===== config.mk =====
export PLATFORM = sky130hd
export DESIGN_NAME = xorshift_prng_stream
export DESIGN_NICKNAME = d
export VERILOG_FILES = /design/src/rtl/xorshift_prng_stream.sv
export SDC_FILE = /design/constraint.sdc
export NUM_CORES = 1
export LEC_CHECK = 0
export ABC_AREA = 1
export BUFFER_PORTS_ARGS = -buffer_cell sky130_fd_sc_hd__buf_2
export CORE_MARGIN = 5
export CORE_UTILIZATION = 42
export CTS_BUF_LIST = sky130_fd_sc_hd__clkbuf_4
export DETAILED_ROUTE_END_ITERATION = 16
export RECOVER_POWER = 50
export SLEW_MARGIN = 20
export SYNTH_ARGS = -nofsm -noshare
export SYNTH_HDL_FRONTEND = slang
export SYNTH_SLANG_ARGS = --single-unit

===== constraint.sdc =====
create_clock -name clk -period 3.2 [get_ports clk]
set_input_delay 0.64 -clock clk [delete_from_list [all_inputs] [get_ports clk]]
set_output_delay 0.64 -clock clk [all_outputs]
set_load 0.01 [all_outputs]

===== src/rtl/xorshift_prng_stream.sv =====
// Xorshift pseudo-random word source with a valid/ready output stream, seed load,
// enable and an accepted-word counter. WIDTH selects the 32- or 64-bit shift triple.

module xorshift_step #(
  parameter int WIDTH = 32
) (
  input  logic [WIDTH-1:0] i_x,
  output logic [WIDTH-1:0] o_x
);
  localparam int SH_A = 13;
  localparam int SH_B = (WIDTH == 64) ? 7  : 17;
  localparam int SH_C = (WIDTH == 64) ? 17 : 5;

  logic [WIDTH-1:0] w_a;
  logic [WIDTH-1:0] w_b;

  assign w_a = i_x ^ (i_x << SH_A);
  assign w_b = w_a ^ (w_a >> SH_B);
  assign o_x = w_b ^ (w_b << SH_C);
endmodule

module xorshift_prng_stream #(
  parameter int               WIDTH      = 32,
  parameter int               STEPS      = 4,
  parameter logic [WIDTH-1:0] RESET_SEED = {WIDTH{1'b1}}
) (
  input  logic             clk,
  input  logic             rst_n,
  input  logic             en,
  input  logic             seed_load,
  input  logic [WIDTH-1:0] seed_data,
  output logic [WIDTH-1:0] out_data,
  output logic             out_valid,
  input  logic             out_ready,
  output logic [31:0]      out_count
);
  generate
    if (!(WIDTH == 32 || WIDTH == 64)) begin : g_bad_width
      $error("xorshift_prng_stream: WIDTH must be 32 or 64");
    end
    if (STEPS < 1) begin : g_bad_steps
      $error("xorshift_prng_stream: STEPS must be >= 1");
    end
    if (RESET_SEED == '0) begin : g_bad_seed
      $error("xorshift_prng_stream: RESET_SEED must be non-zero");
    end
  endgenerate

  logic [WIDTH-1:0] r_state;
  logic [WIDTH-1:0] r_data;
  logic             r_valid;
  logic [31:0]      r_count;

  logic [STEPS:0][WIDTH-1:0] w_chain;
  logic [WIDTH-1:0]          w_next;
  logic [WIDTH-1:0]          w_seed;
  logic                      w_hs;
  logic                      w_slot_free;
  logic                      w_emit;

  // Unrolled chain: STEPS iterations land in a single cycle.
  assign w_chain[0] = r_state;

  generate
    for (genvar g = 0; g < STEPS; g++) begin : g_step
      xorshift_step #(.WIDTH(WIDTH)) u_step (
        .i_x (w_chain[g]),
        .o_x (w_chain[g+1])
      );
    end
  endgenerate

  assign w_next      = w_chain[STEPS];
  // A zero seed would lock the generator at zero forever.
  assign w_seed      = (seed_data == '0) ? RESET_SEED : seed_data;
  assign w_hs        = r_valid & out_ready;
  assign w_slot_free = ~r_valid | out_ready;
  assign w_emit      = w_slot_free & en;

  always_ff @(posedge clk or negedge rst_n) begin
    if (!rst_n) begin
      r_state <= RESET_SEED;
    end else if (seed_load) begin
      r_state <= w_seed;
    end else if (w_emit) begin
      r_state <= w_next;
    end
  end

  always_ff @(posedge clk or negedge rst_n) begin
    if (!rst_n) begin
      r_data  <= '0;
      r_valid <= 1'b0;
    end else if (seed_load) begin
      r_valid <= 1'b0;
    end else if (w_emit) begin
      r_data  <= r_state;
      r_valid <= 1'b1;
    end else if (w_hs) begin
      r_valid <= 1'b0;
    end
  end

  always_ff @(posedge clk or negedge rst_n) begin
    if (!rst_n) begin
      r_count <= '0;
    end else if (seed_load) begin
      r_count <= '0;
    end else if (w_hs) begin
      r_count <= r_count + 32'd1;
    end
  end

  assign out_data  = r_data;
  assign out_valid = r_valid;
  assign out_count = r_count;
endmodule


==> out/metrics.csv, run 1 <==
stage;metric;value;unit
floorplanning;die_area;24600;µm²
clock_tree;clock_tree.root_cell;sky130_fd_sc_hd__clkbuf_4;
timing;peak_freq;0.297;GHz
timing;fin_worst_hold_slack;0.407;ns
floorplanning;io_pins;102;
timing;setup_viol;25;
worst_hold_path;timing.hold.worst_endpoint;out_valid$_DFFE_PN0P_;
detailed_routing;wire_per_inst;17.9;µm
place;gpl.final_weighted_congestion;0.963;
finish;syn2layout_area_growth;65.1;%
place;numPortBuffers;101;
clock_tree;cts.clk_slew.worst_paths;0.15;ns
global_routing;globalRoute.totalOverflow;0;
place;dp_hpwl;30.0;mm
floorplanning;core_area;21200;µm²
detailed_routing;vias_per_cell;5.45;
worst_setup_path;critical_path_class;flip-flop to flip-flop;
clock_tree;maximum_buffer_depth_of_the_clock_tree;2;
clock_tree;tritoncts_num_sinks;97;
finish;final_layout_size_suffix_gt1_frac;0.521;
synthesis;synth_area;9070;µm²
clock_tree;insertion_delay;0.46;ns
worst_setup_path;timing.reg2reg.setup_slack;-0.17;ns
global_routing;grt_start_max_net_pins;57;
detailed_routing;vias;12300;
worst_setup_path;timing.critical_path.arrival;3.78;ns
run_status;violations;max-capacitance violations, max-slew violations, negative setup slack;
finish;layout.cells.most_common_list;sky130_fd_sc_hd__nand2_1, sky130_fd_sc_hd__nand2_2, sky130_fd_sc_hd__buf_4, sky130_fd_sc_hd__nand2_4, sky130_fd_sc_hd__inv_1;
timing;worstMarginPinSlew;1.84;ns
detailed_routing;wl_met2;19.2;mm
timing;period_minus_slack;3.37;ns
worst_setup_path;worstSetupStartpointType;flip-flop;
synthesis;syn-instance-count;1590;
worst_setup_path;reg2reg_from;r_state[18]$_DFFE_PN1P_;
place;area_after_detailed_placement;11600;µm²
clock_tree;holdBufCountCts;0;
floorplanning;die_width;157;µm
timing;post-route-period-util;1.05;
synthesis;ys_top_cells_by_area;sky130_fd_sc_hd__nand2_1, sky130_fd_sc_hd__dfrtp_1, sky130_fd_sc_hd__nand3_1;
clock_tree;tritoncts;built;
detailed_routing;drt_drc_violations_left;0;
finish;design_area;15000;µm²
floorplanning;core.rowCount;53;
worst_setup_path;path_depth;27;
worst_setup_path;worst_ep_required_time;3.62;ns
worst_setup_path;end_of_the_worst_register_to_register_path;r_state[13]$_DFFE_PN1P_;
worst_setup_path;crit_path_max_delay_family;simple AND/OR/NAND/NOR gates;
worst_setup_path;critical_path_peak_fanout;4;
detailed_routing;route.antenna.remaining_nets;0;
worst_hold_path;hold_start;en;
worst_setup_path;endpoint_kind;flip-flop;
synthesis;synth_fp_nets;1628;
synthesis;yosys.area.top_type_share;0.319;
worst_setup_path;critical-path-top-cell-by-count;sky130_fd_sc_hd__nand2_4;
worst_setup_path;crit_path_largest_cell_delay;0.72;ns
synthesis;postSynthRegisterBits;97;
worst_setup_path;cpMaxStageDelayCell;sky130_fd_sc_hd__dfstp_2;
detailed_routing;drt_first_pass_iters;5;
global_routing;number_of_antenna_violations_at_the_first_check_in_global_routing;3;
timing;setup_repair_after_global_routing_missed_its_margin;true;
synthesis;yosys_warnings;0;
floorplanning;die_height;157;µm
detailed_routing;drt_iter0_markers;1053;
global_routing;grt_pass1_vias;10600;
detailed_routing;wl;40.3;mm
run_status;outcome;complete, but fails checks;
worst_hold_path;hold-path-cell-count;3;
finish;fin_util;0.708;
flow_run;max_cap_violations;1;
worst_hold_path;hold_path.class;input pin to flip-flop;
synthesis;syn_area_per_cell;5.70;µm²
detailed_routing;routed.top_layer;met5;
synthesis;ys_types;41;
clock_tree;htree_num_levels;3;
synthesis;synth_sequential_area_ratio;0.272;
detailed_routing;detail_route.wirelength.met1;16.6;mm
global_routing;gr-usage-all-layers;0.295;
timing;max_slew_margin;-0.224;
detailed_routing;met3RoutedLength;3.35;mm
timing;sum_neg_setup_slack;-1.61;ns
synthesis;synth_area_leader_cell;sky130_fd_sc_hd__nand2_1;
finish;finalNetCount;2013;
timing;clock_skew;0.0186;ns
clock_tree;clock_buffer_count_from_cts;9;
global_routing;wire_length_of_the_first_global_routing_pass;56.6;mm
finish;layout.cells.most_common;sky130_fd_sc_hd__nand2_1;
timing;setup_slack;-0.168;ns
floorplanning;initial_utilization;0.429;
worst_setup_path;critical_path.n_buffers_inverters;6;
timing;final_hold_viol_count;0;
worst_setup_path;timing.reg2reg.worst_path_depth;27;
timing;slew_violations;34;
==> cell usage after synthesis (all sizes together) <==
| library cell | n |
|---|---|
| dfstp | 32 |
| nor4 | 11 |
| a221oi | 1 |
| o21bai | 5 |
| buf | 5 |
| o211ai | 6 |
| dfrtp | 65 |
| nor2 | 52 |
| a21oi | 29 |
| nand4 | 10 |
| o22ai | 19 |
| nand3b | 2 |
| nor3b | 2 |
| o21ai | 66 |
| xor2 | 18 |
| or2 | 1 |
| o211a | 2 |
| a31o | 1 |
| a22oi | 2 |
| ha | 1 |
| o21a | 2 |
| nor3 | 12 |
| clkbuf | 15 |
| nand3 | 177 |
| o221ai | 1 |
| xnor2 | 9 |
| a211oi | 1 |
| inv | 186 |
| nand2 | 856 |
| clkinv | 1 |
==> worst min-delay path, cell delays in order <==
cell	delay, ns
sky130_fd_sc_hd__buf_2	0.10
sky130_fd_sc_hd__inv_1	0.04
sky130_fd_sc_hd__a21oi_1	0.05
==> kinds of logic after synthesis <==
logic type	after synthesis	synth area share
compound gates	135	0.0843
xor+xnor	27	0.0315
fa+ha+maj	1	0.00138
buf+inv	207	0.0862
flops	97	0.272
simple gates	1123	0.525
==> area by class of cell <==
class                   count  area (µm²)
diodes                      1        2.50
clock buffers               9        67.6
clock inverters             7        67.6
fillers                  1799        6180
inverters                 187         752
multi-input cells        1286        8360
flip-flops and latches     97        2470
well taps                 275         344
repair buffers            394        2910
==> flip-flops by register name, summed over array words and instances (netlist names) <==
signal,cells
out_valid,1
out_count,32
out_data,32
r_state,32
==> layer usage <==
metal | up-vias | GRT usage
met5 | - | 0
met4 | 4 | 0.0500
met3 | 105 | 0.0641
met2 | 532 | 0.478
met1 | 5848 | 0.414
li1 | 5798 | -
==> what timing repair did <==
action | CTS | global route
endpoints found under the setup margin | 32 | 33
buffers inserted | 23 | 53
pin swaps | 46 | 190
resized for setup | 135 | 582
==> metrics by stage <==
step                      std cells  setup WS [ns]
after CTS                      2203        -0.0263
after global routing           2256         -0.285
after global placement         2164         -0.273
final                          2256         -0.168
after floorplan                1590          0.443
after detailed placement       2164         -0.309
==> worst max-delay path by stage <==
stage / start / end / slack, ns
2_1_floorplan: out_ready / out_count[30]$_DFFE_PN0P_ / 0.44
3_3_place_gp: r_state[22]$_DFFE_PN1P_ / r_state[29]$_DFFE_PN1P_ / -0.27
3_5_place_dp: r_state[22]$_DFFE_PN1P_ / r_state[29]$_DFFE_PN1P_ / -0.31
4_1_cts: r_state[18]$_DFFE_PN1P_ / r_state[21]$_DFFE_PN1P_ / -0.03
5_1_grt: r_state[13]$_DFFE_PN1P_ / r_state[14]$_DFFE_PN1P_ / -0.28
6_report: r_state[18]$_DFFE_PN1P_ / r_state[13]$_DFFE_PN1P_ / -0.17
Power of run 1 is left out: the tool's default activity adds up to more than one toggle a clock period on the data nets, which glitch-free logic cannot reach.
==> run 2, diff against run 1 <==
Settings changed: CORE_MARGIN 5 to 1.5, SYNTH_HIERARCHICAL set to 1.
==> run 2 against run 1 <==
Net effect: the flow still finishes with violations (max-capacitance violations, max-slew violations, negative setup slack); routed wire length down 2.9%; critical path type unchanged; sequential cell count did not move; cell count rose by 3.1%; register-to-register slack worse by 0.05 ns; die area down 3.4%; highest routed layer is now met4; sequential share of layout area shrank 0.77 points; setup slack worse by 0.054 ns; hold slack improved by 0.039 ns.
==> out/metrics.csv, run 2 <==
stage;metric;value;unit;change
global_routing;globalRoute.totalOverflow;0;;unchanged
worst_setup_path;worstSetupStartpointType;flip-flop;;
flow_run;max_cap_violations;1;;unchanged
finish;final_cells;2326;;+3.1%
timing;max_slew_margin;-0.163;;+0.0613
global_routing;met3_usage;0.0387;;-0.0254
detailed_routing;drt_drc_violations_left;0;;unchanged
timing;post-route-period-util;1.07;;+0.0169
detailed_routing;wl;39.1;mm;-2.9%
global_routing;number_of_antenna_violations_at_the_first_check_in_global_routing;1;;-2
global_routing;gr-usage-all-layers;0.281;;-0.0147
place;detailedPlace.worstSlack;-0.473;ns;-0.164 ns
floorplanning;die_width;154;µm;-1.7%
worst_setup_path;critical-path-top-cell-by-count;sky130_fd_sc_hd__nand2_1;;
worst_setup_path;timing.reg2reg.worst_path_depth;29;;+7.4%
synthesis;synth_enable_flop_cells;0;;unchanged
finish;fin_util;0.696;;-0.0118
clock_tree;cts.clk_slew.worst_paths;0.15;ns;about the same
global_routing;grt_start_max_net_pins;55;;-3.5%
finish;final_layout_size_suffix_gt1_frac;0.545;;+0.0234
global_routing;wire_length_of_the_first_global_routing_pass;52.7;mm;-6.9%
clock_tree;clock_buffer_count_from_cts;9;;unchanged
worst_setup_path;critical_path_peak_fanout;5;;+1
timing;final_hold_viol_count;0;;unchanged
global_routing;met2_capacity_usage_during_global_routing;0.461;;-0.0168
synthesis;ys_top_cells_by_area;sky130_fd_sc_hd__nand2_1, sky130_fd_sc_hd__dfrtp_1, sky130_fd_sc_hd__inv_1;;
clock_tree;clock_tree.root_cell;sky130_fd_sc_hd__clkbuf_4;;
worst_setup_path;end_of_the_worst_register_to_register_path;r_state[10]$_DFFE_PN1P_;;
timing;worstMarginPinSlew;1.74;ns;-0.0920 ns
global_routing;use_met1;0.370;;-0.0432
worst_setup_path;timing.reg2reg.setup_slack;-0.22;ns;-0.05 ns
clock_tree;tritoncts_num_sinks;97;;unchanged
finish;layout.cells.most_common;sky130_fd_sc_hd__nand2_1;;
synthesis;yosys.area.top_type_share;0.342;;+0.0232
worst_hold_path;hold_path.class;input pin to flip-flop;;
timing;period_minus_slack;3.42;ns;+0.0542 ns
floorplanning;initial_utilization;0.426;;-0.00320
worst_hold_path;hold_start;en;;
run_status;outcome;complete, but fails checks;;
place;numPortBuffers;101;;unchanged
worst_setup_path;endpoint_kind;flip-flop;;
clock_tree;maximum_buffer_depth_of_the_clock_tree;2;;unchanged
timing;setup_slack;-0.222;ns;-0.0542 ns
clock_tree;insertion_delay;0.47;ns;about the same
global_routing;busiest_layer;met2;;
finish;layout.area.seq;2470;µm²;unchanged
finish;layout.cells.most_common_list;sky130_fd_sc_hd__nand2_1, sky130_fd_sc_hd__nand2_2, sky130_fd_sc_hd__nand2_4, sky130_fd_sc_hd__inv_1, sky130_fd_sc_hd__buf_4;;
detailed_routing;vias;12100;;-1.7%
worst_setup_path;setup.worst_path.start;r_state[7]$_DFFE_PN1P_;;
timing;setup_repair_after_global_routing_missed_its_margin;true;;
floorplanning;core_area;22600;µm²;+6.7%
synthesis;postSynth.asyncResetShare;1.00;;unchanged
synthesis;syn_area_per_cell;5.49;µm²;-3.7%
clock_tree;tritoncts;built;;
synthesis;post-synth-top-count-cell;sky130_fd_sc_hd__nand2_1;;
synthesis;syn-instance-count;1749;;+10%
synthesis;postSynthRegisterBits;97;;unchanged
detailed_routing;vias_per_cell;5.19;;-4.6%
synthesis;post_synth_most_frequent_cells;sky130_fd_sc_hd__nand2_1, sky130_fd_sc_hd__inv_1, sky130_fd_sc_hd__nand3_1;;
worst_setup_path;crit_path_largest_cell_delay;0.59;ns;-0.13 ns
synthesis;synth_area_leader_cell;sky130_fd_sc_hd__nand2_1;;
place;gpl.final_weighted_congestion;0.926;;-3.9%
finish;finalNetCount;2073;;+3.0%
timing;setup_viol;32;;+28%
worst_setup_path;cpMaxStageDelayCell;sky130_fd_sc_hd__dfstp_2;;
timing;peak_freq;0.292;GHz;-1.6%
synthesis;synth_fp_nets;1787;;+9.8%
synthesis;yosys_warnings;6;;+6
detailed_routing;drt_iter0_markers;747;;-29%
detailed_routing;route.antenna.remaining_nets;0;;unchanged
clock_tree;htree_num_levels;3;;unchanged
synthesis;dominantRegCellSynth;sky130_fd_sc_hd__dfrtp_1;;
place;dpl.cell_count;2245;;+3.7%
worst_setup_path;timing.critical_path.arrival;3.80;ns;+0.02 ns
worst_setup_path;worst_ep_required_time;3.58;ns;-0.04 ns
floorplanning;io_pins;102;;unchanged
synthesis;synth_area;9610;µm²;+5.9%
synthesis;synth_sequential_area_ratio;0.257;;-0.0152
floorplanning;die_area;23800;µm²;-3.4%
detailed_routing;wire_per_inst;16.8;µm;-5.8%
finish;multi_input_gate_area_in_the_final_layout;9320;µm²;+11%
synthesis;ys_types;30;;-27%
timing;clock_skew;0.0346;ns;+0.0160 ns
floorplanning;core.rowCount;55;;+3.8%
detailed_routing;drt_first_pass_iters;6;;+1
worst_setup_path;critical_path_class;flip-flop to flip-flop;;
floorplanning;die_height;154;µm;-1.7%
global_routing;grt_pass1_vias;10400;;-1.9%
run_status;violations;max-capacitance violations, max-slew violations, negative setup slack;;
place;dp_hpwl;26.0;mm;-14%
finish;fill_cells;1791;;-0.44%
worst_setup_path;worst_setup_path_endpoint;r_state[10]$_DFFE_PN1P_;;
finish;syn2layout_area_growth;63.6;%;
worst_setup_path;reg2reg_from;r_state[7]$_DFFE_PN1P_;;
timing;slew_violations;31;;-8.8%
run 2: worst min-delay path by stage:
stage                                     endpoint  cells after the start
final                        out_valid$_DFFE_PN0P_                      3
after CTS                 out_data[14]$_DFFE_PN0P_                      1
after floorplan           out_count[0]$_DFFE_PN0P_                      0
after global placement     out_data[4]$_DFFE_PN0P_                      2
after global routing         out_valid$_DFFE_PN0P_                      3
after detailed placement   out_data[1]$_DFFE_PN0P_                      2
run 2: repair_timing:
action	CTS	global route
hold buffers	0	0
setup endpoints to repair	32	32
setup buffers	33	37
resized for setup	447	562
pin swaps	215	270
run 2: logic make-up (layout without fill, tap and decap cells):
logic type	Yosys count	count (layout)	synth area share
compound gates	118	118	0.0619
xor+xnor	52	52	0.0474
fa+ha+maj	1	1	0.00130
buf+inv	306	597	0.122
flops	97	97	0.257
other cells	0	1	0
simple gates	1175	1175	0.511
run 2: metal layers:
metal | wire length [µm] | share of wire | vias to the layer above
met5 | 0 | 0 | -
met4 | 1870 | 0.048 | 0
met3 | 1930 | 0.049 | 127
met2 | 19100 | 0.49 | 367
met1 | 16200 | 0.41 | 5751
li1 | - | - | 5837
run 2: critical path: cells and delay by family (launching register included):
kind                   cells  cell delay, ns
buffers and inverters      6            0.51
XOR/XNOR                   1            0.23
flip-flops                 1            0.59
AND/OR/NAND/NOR           21            1.92
AO/OA/AOI/OAI              1            0.08
run 2: layout make-up:
cell class / count / area share
clock buffers: 10 / 0.00478
clock inverters: 6 / 0.00271
inverters: 280 / 0.0769
flip-flops and latches: 97 / 0.157
multi-input cells: 1346 / 0.593
diodes: 1 / 0.000159
well taps: 285 / 0.0227
repair buffers: 301 / 0.142
run 2: per-stage QoR:
stage / setup TNS, ns / hold slack (ns) / area, µm²
after floorplan: 0 / 0.344 / 9610
after global placement: -7.78 / 0.463 / 11400
after detailed placement: -8.06 / 0.464 / 11400
after CTS: -0.0143 / 0.0774 / 13300
after global routing: -9.22 / 0.460 / 15700
final: -3.86 / 0.446 / 15700
Power of run 2 is left out for the same reason.
==> run 3, diff against run 2 <==
Settings changed: CELL_PAD_IN_SITES_DETAIL_PLACEMENT set to 0, CELL_PAD_IN_SITES_GLOBAL_PLACEMENT set to 1, PLACE_DENSITY_LB_ADDON set to 0.1.
==> run 3 against run 2 <==
Net effect: sequential share of layout area grew 1.8 points; global-route usage shrank 0.33 points; clock skew shrank 0.0010 ns; the run still ends with max-capacitance violations, max-slew violations, negative setup slack left; non-clock buffer count shrank 28; via count shrank 6.9%; setup slack gained 0.15 ns; core utilization shrank 7.2 points; die area is the same.
==> out/metrics.csv, run 3 (synthesized netlist as in run 2, its figures left out) <==
stage;metric;value;unit;change
run_status;outcome;complete, but fails checks;;
run_status;violations;max-capacitance violations, max-slew violations, negative setup slack;;
timing;peak_freq;0.306;GHz;+4.6%
timing;setup_viol;19;;-41%
timing;setup_repair_after_global_routing_missed_its_margin;true;;
timing;post-route-period-util;1.02;;-0.0467
finish;layout.cells.most_common_list;sky130_fd_sc_hd__nand2_1, sky130_fd_sc_hd__nand2_2, sky130_fd_sc_hd__inv_1, sky130_fd_sc_hd__buf_4, sky130_fd_sc_hd__buf_2;;
clock_tree;maximum_buffer_depth_of_the_clock_tree;2;;unchanged
timing;max_slew_margin;-0.493;;-0.330
floorplanning;die_width;154;µm;unchanged
timing;period_minus_slack;3.27;ns;-0.150 ns
global_routing;gr-usage-all-layers;0.277;;-0.00331
place;gpl.final_weighted_congestion;0.951;;+2.7%
clock_tree;cts.clk_slew.worst_paths;0.16;ns;about the same
clock_tree;tritoncts;built;;
detailed_routing;wl;34.0;mm;-13%
worst_setup_path;cpMaxStageDelayCell;sky130_fd_sc_hd__dfstp_2;;
detailed_routing;drt_drc_violations_left;0;;unchanged
global_routing;met2_capacity_usage_during_global_routing;0.432;;-0.0295
detailed_routing;vias_per_cell;4.89;;-5.8%
timing;final_hold_viol_count;0;;unchanged
place;dp_hpwl;26.1;mm;+0.60%
global_routing;met3_usage;0.0291;;-0.00953
global_routing;use_met1;0.408;;+0.0373
clock_tree;tritoncts_num_sinks;97;;unchanged
floorplanning;die_area;23800;µm²;unchanged
detailed_routing;wire_per_inst;14.8;µm;-12%
detailed_routing;vias;11300;;-6.9%
timing;setup_slack;-0.0722;ns;+0.150 ns
floorplanning;initial_utilization;0.426;;unchanged
timing;fin_worst_hold_slack;0.420;ns;-0.0261 ns
flow_run;max_cap_violations;2;;+1
finish;final_layout_size_suffix_gt1_frac;0.473;;-0.0714
clock_tree;holdBufCountCts;0;;unchanged
worst_setup_path;critical-path-top-cell-by-count;sky130_fd_sc_hd__nand2_2;;
floorplanning;die_height;154;µm;unchanged
worst_setup_path;critical_path_class;flip-flop to flip-flop;;
global_routing;wire_length_of_the_first_global_routing_pass;51.9;mm;-1.6%
timing;worstMarginPinSlew;2.24;ns;+0.496 ns
detailed_routing;drt_iter0_markers;647;;-13%
global_routing;busiest_layer;met2;;
clock_tree;clock_buffer_count_from_cts;9;;unchanged
global_routing;grt_pass1_vias;9967;;-4.5%
worst_setup_path;timing.critical_path.arrival;3.70;ns;-0.10 ns
floorplanning;core.rowCount;55;;unchanged
global_routing;globalRoute.totalOverflow;0;;unchanged
worst_setup_path;critical_path_peak_fanout;5;;unchanged
detailed_routing;route.antenna.remaining_nets;0;;unchanged
worst_setup_path;worstSetupStartpointType;flip-flop;;
clock_tree;clock_tree.root_cell;sky130_fd_sc_hd__clkbuf_4;;
floorplanning;core_area;22600;µm²;unchanged
clock_tree;htree_num_levels;3;;unchanged
worst_hold_path;hold_path.class;input pin to flip-flop;;
place;numPortBuffers;101;;unchanged
timing;clock_skew;0.0336;ns;-0.00102 ns
worst_setup_path;crit_path_largest_cell_delay;0.67;ns;+0.08 ns
global_routing;grt_start_max_net_pins;55;;unchanged
finish;finalNetCount;2045;;-1.4%
worst_setup_path;endpoint_kind;flip-flop;;
finish;layout.cells.most_common;sky130_fd_sc_hd__nand2_1;;
global_routing;number_of_antenna_violations_at_the_first_check_in_global_routing;1;;unchanged
finish;syn2layout_area_growth;46.7;%;
timing;slew_violations;94;;+200%
floorplanning;io_pins;102;;unchanged
finish;fin_util;0.624;;-0.0718
timing;sum_neg_setup_slack;-0.502;ns;+3.35 ns
clock_tree;insertion_delay;0.49;ns;+0.02 ns
worst_setup_path;worst_ep_required_time;3.63;ns;+0.05 ns
detailed_routing;drt_first_pass_iters;5;;-1
## run 3: cell count changes in the layout (fill, tap and decap cells not counted), sizes merged
cell | previous run | this run
clkinv | 2 | 1
clkbuf | 15 | 14
inv | 282 | 283
diode | 1 | 3
buf | 296 | 269
## run 3: path summary, 6_finish.rpt
kind / start / to / slack [ns] / cells after the start
worst max-delay path: r_state[13]$_DFFE_PN1P_ / r_state[14]$_DFFE_PN1P_ / -0.07 / 29
worst min-delay path: en / out_valid$_DFFE_PN0P_ / 0.42 / 3
worst max register to register: r_state[13]$_DFFE_PN1P_ / r_state[14]$_DFFE_PN1P_ / -0.07 / 29
worst min register to register: out_data[30]$_DFFE_PN0P_ / out_data[30]$_DFFE_PN0P_ / 0.50 / 2
max in group asynchronous: rst_n / out_count[16]$_DFFE_PN0P_ / 0.39 / 2
min in group asynchronous: rst_n / out_data[4]$_DFFE_PN0P_ / 0.81 / 1
## run 3: layout make-up
cell class | instances | area (µm²)
sequential | 97 | 2470
antenna | 3 | 7.51
fill | 2221 | 8480
timing repair buffer | 273 | 1940
inverter | 280 | 1130
multi-input combinational | 1346 | 8070
tap | 285 | 357
clock buffer | 10 | 75.1
clock inverter | 6 | 48.8
## run 3: per-layer routing
| metal | up-vias | part of all wire |
|---|---|---|
| li1 | 5779 | - |
| met1 | 5190 | 0.47 |
| met3 | 38 | 0.045 |
| met5 | - | 0 |
| met4 | 0 | 0.022 |
| met2 | 246 | 0.46 |
## run 3: stage by stage
stage | setup slack (ns) | std cells | cell area, µm²
final | -0.0722 | 2300 | 14100
after global routing | -0.283 | 2300 | 14100
after CTS | -0.00932 | 2269 | 12500
after detailed placement | -0.385 | 2243 | 11400
after global placement | -0.362 | 2243 | 11400
after floorplan | 0.373 | 1749 | 9610
## run 3: what timing repair did
item	4_1_cts	5_1_grt
pin swaps	114	174
setup endpoints to repair	32	32
setup buffers	15	29
gates resized for setup	274	413
## run 3: critical path, delay by kind of cell (launching register included)
family | cells | cell delay, ns
compound gates | 1 | 0.11
xor+xnor | 1 | 0.14
buf+inv | 7 | 0.65
flops | 1 | 0.67
simple gates | 20 | 1.64
Power of run 3 is left out for the same reason.
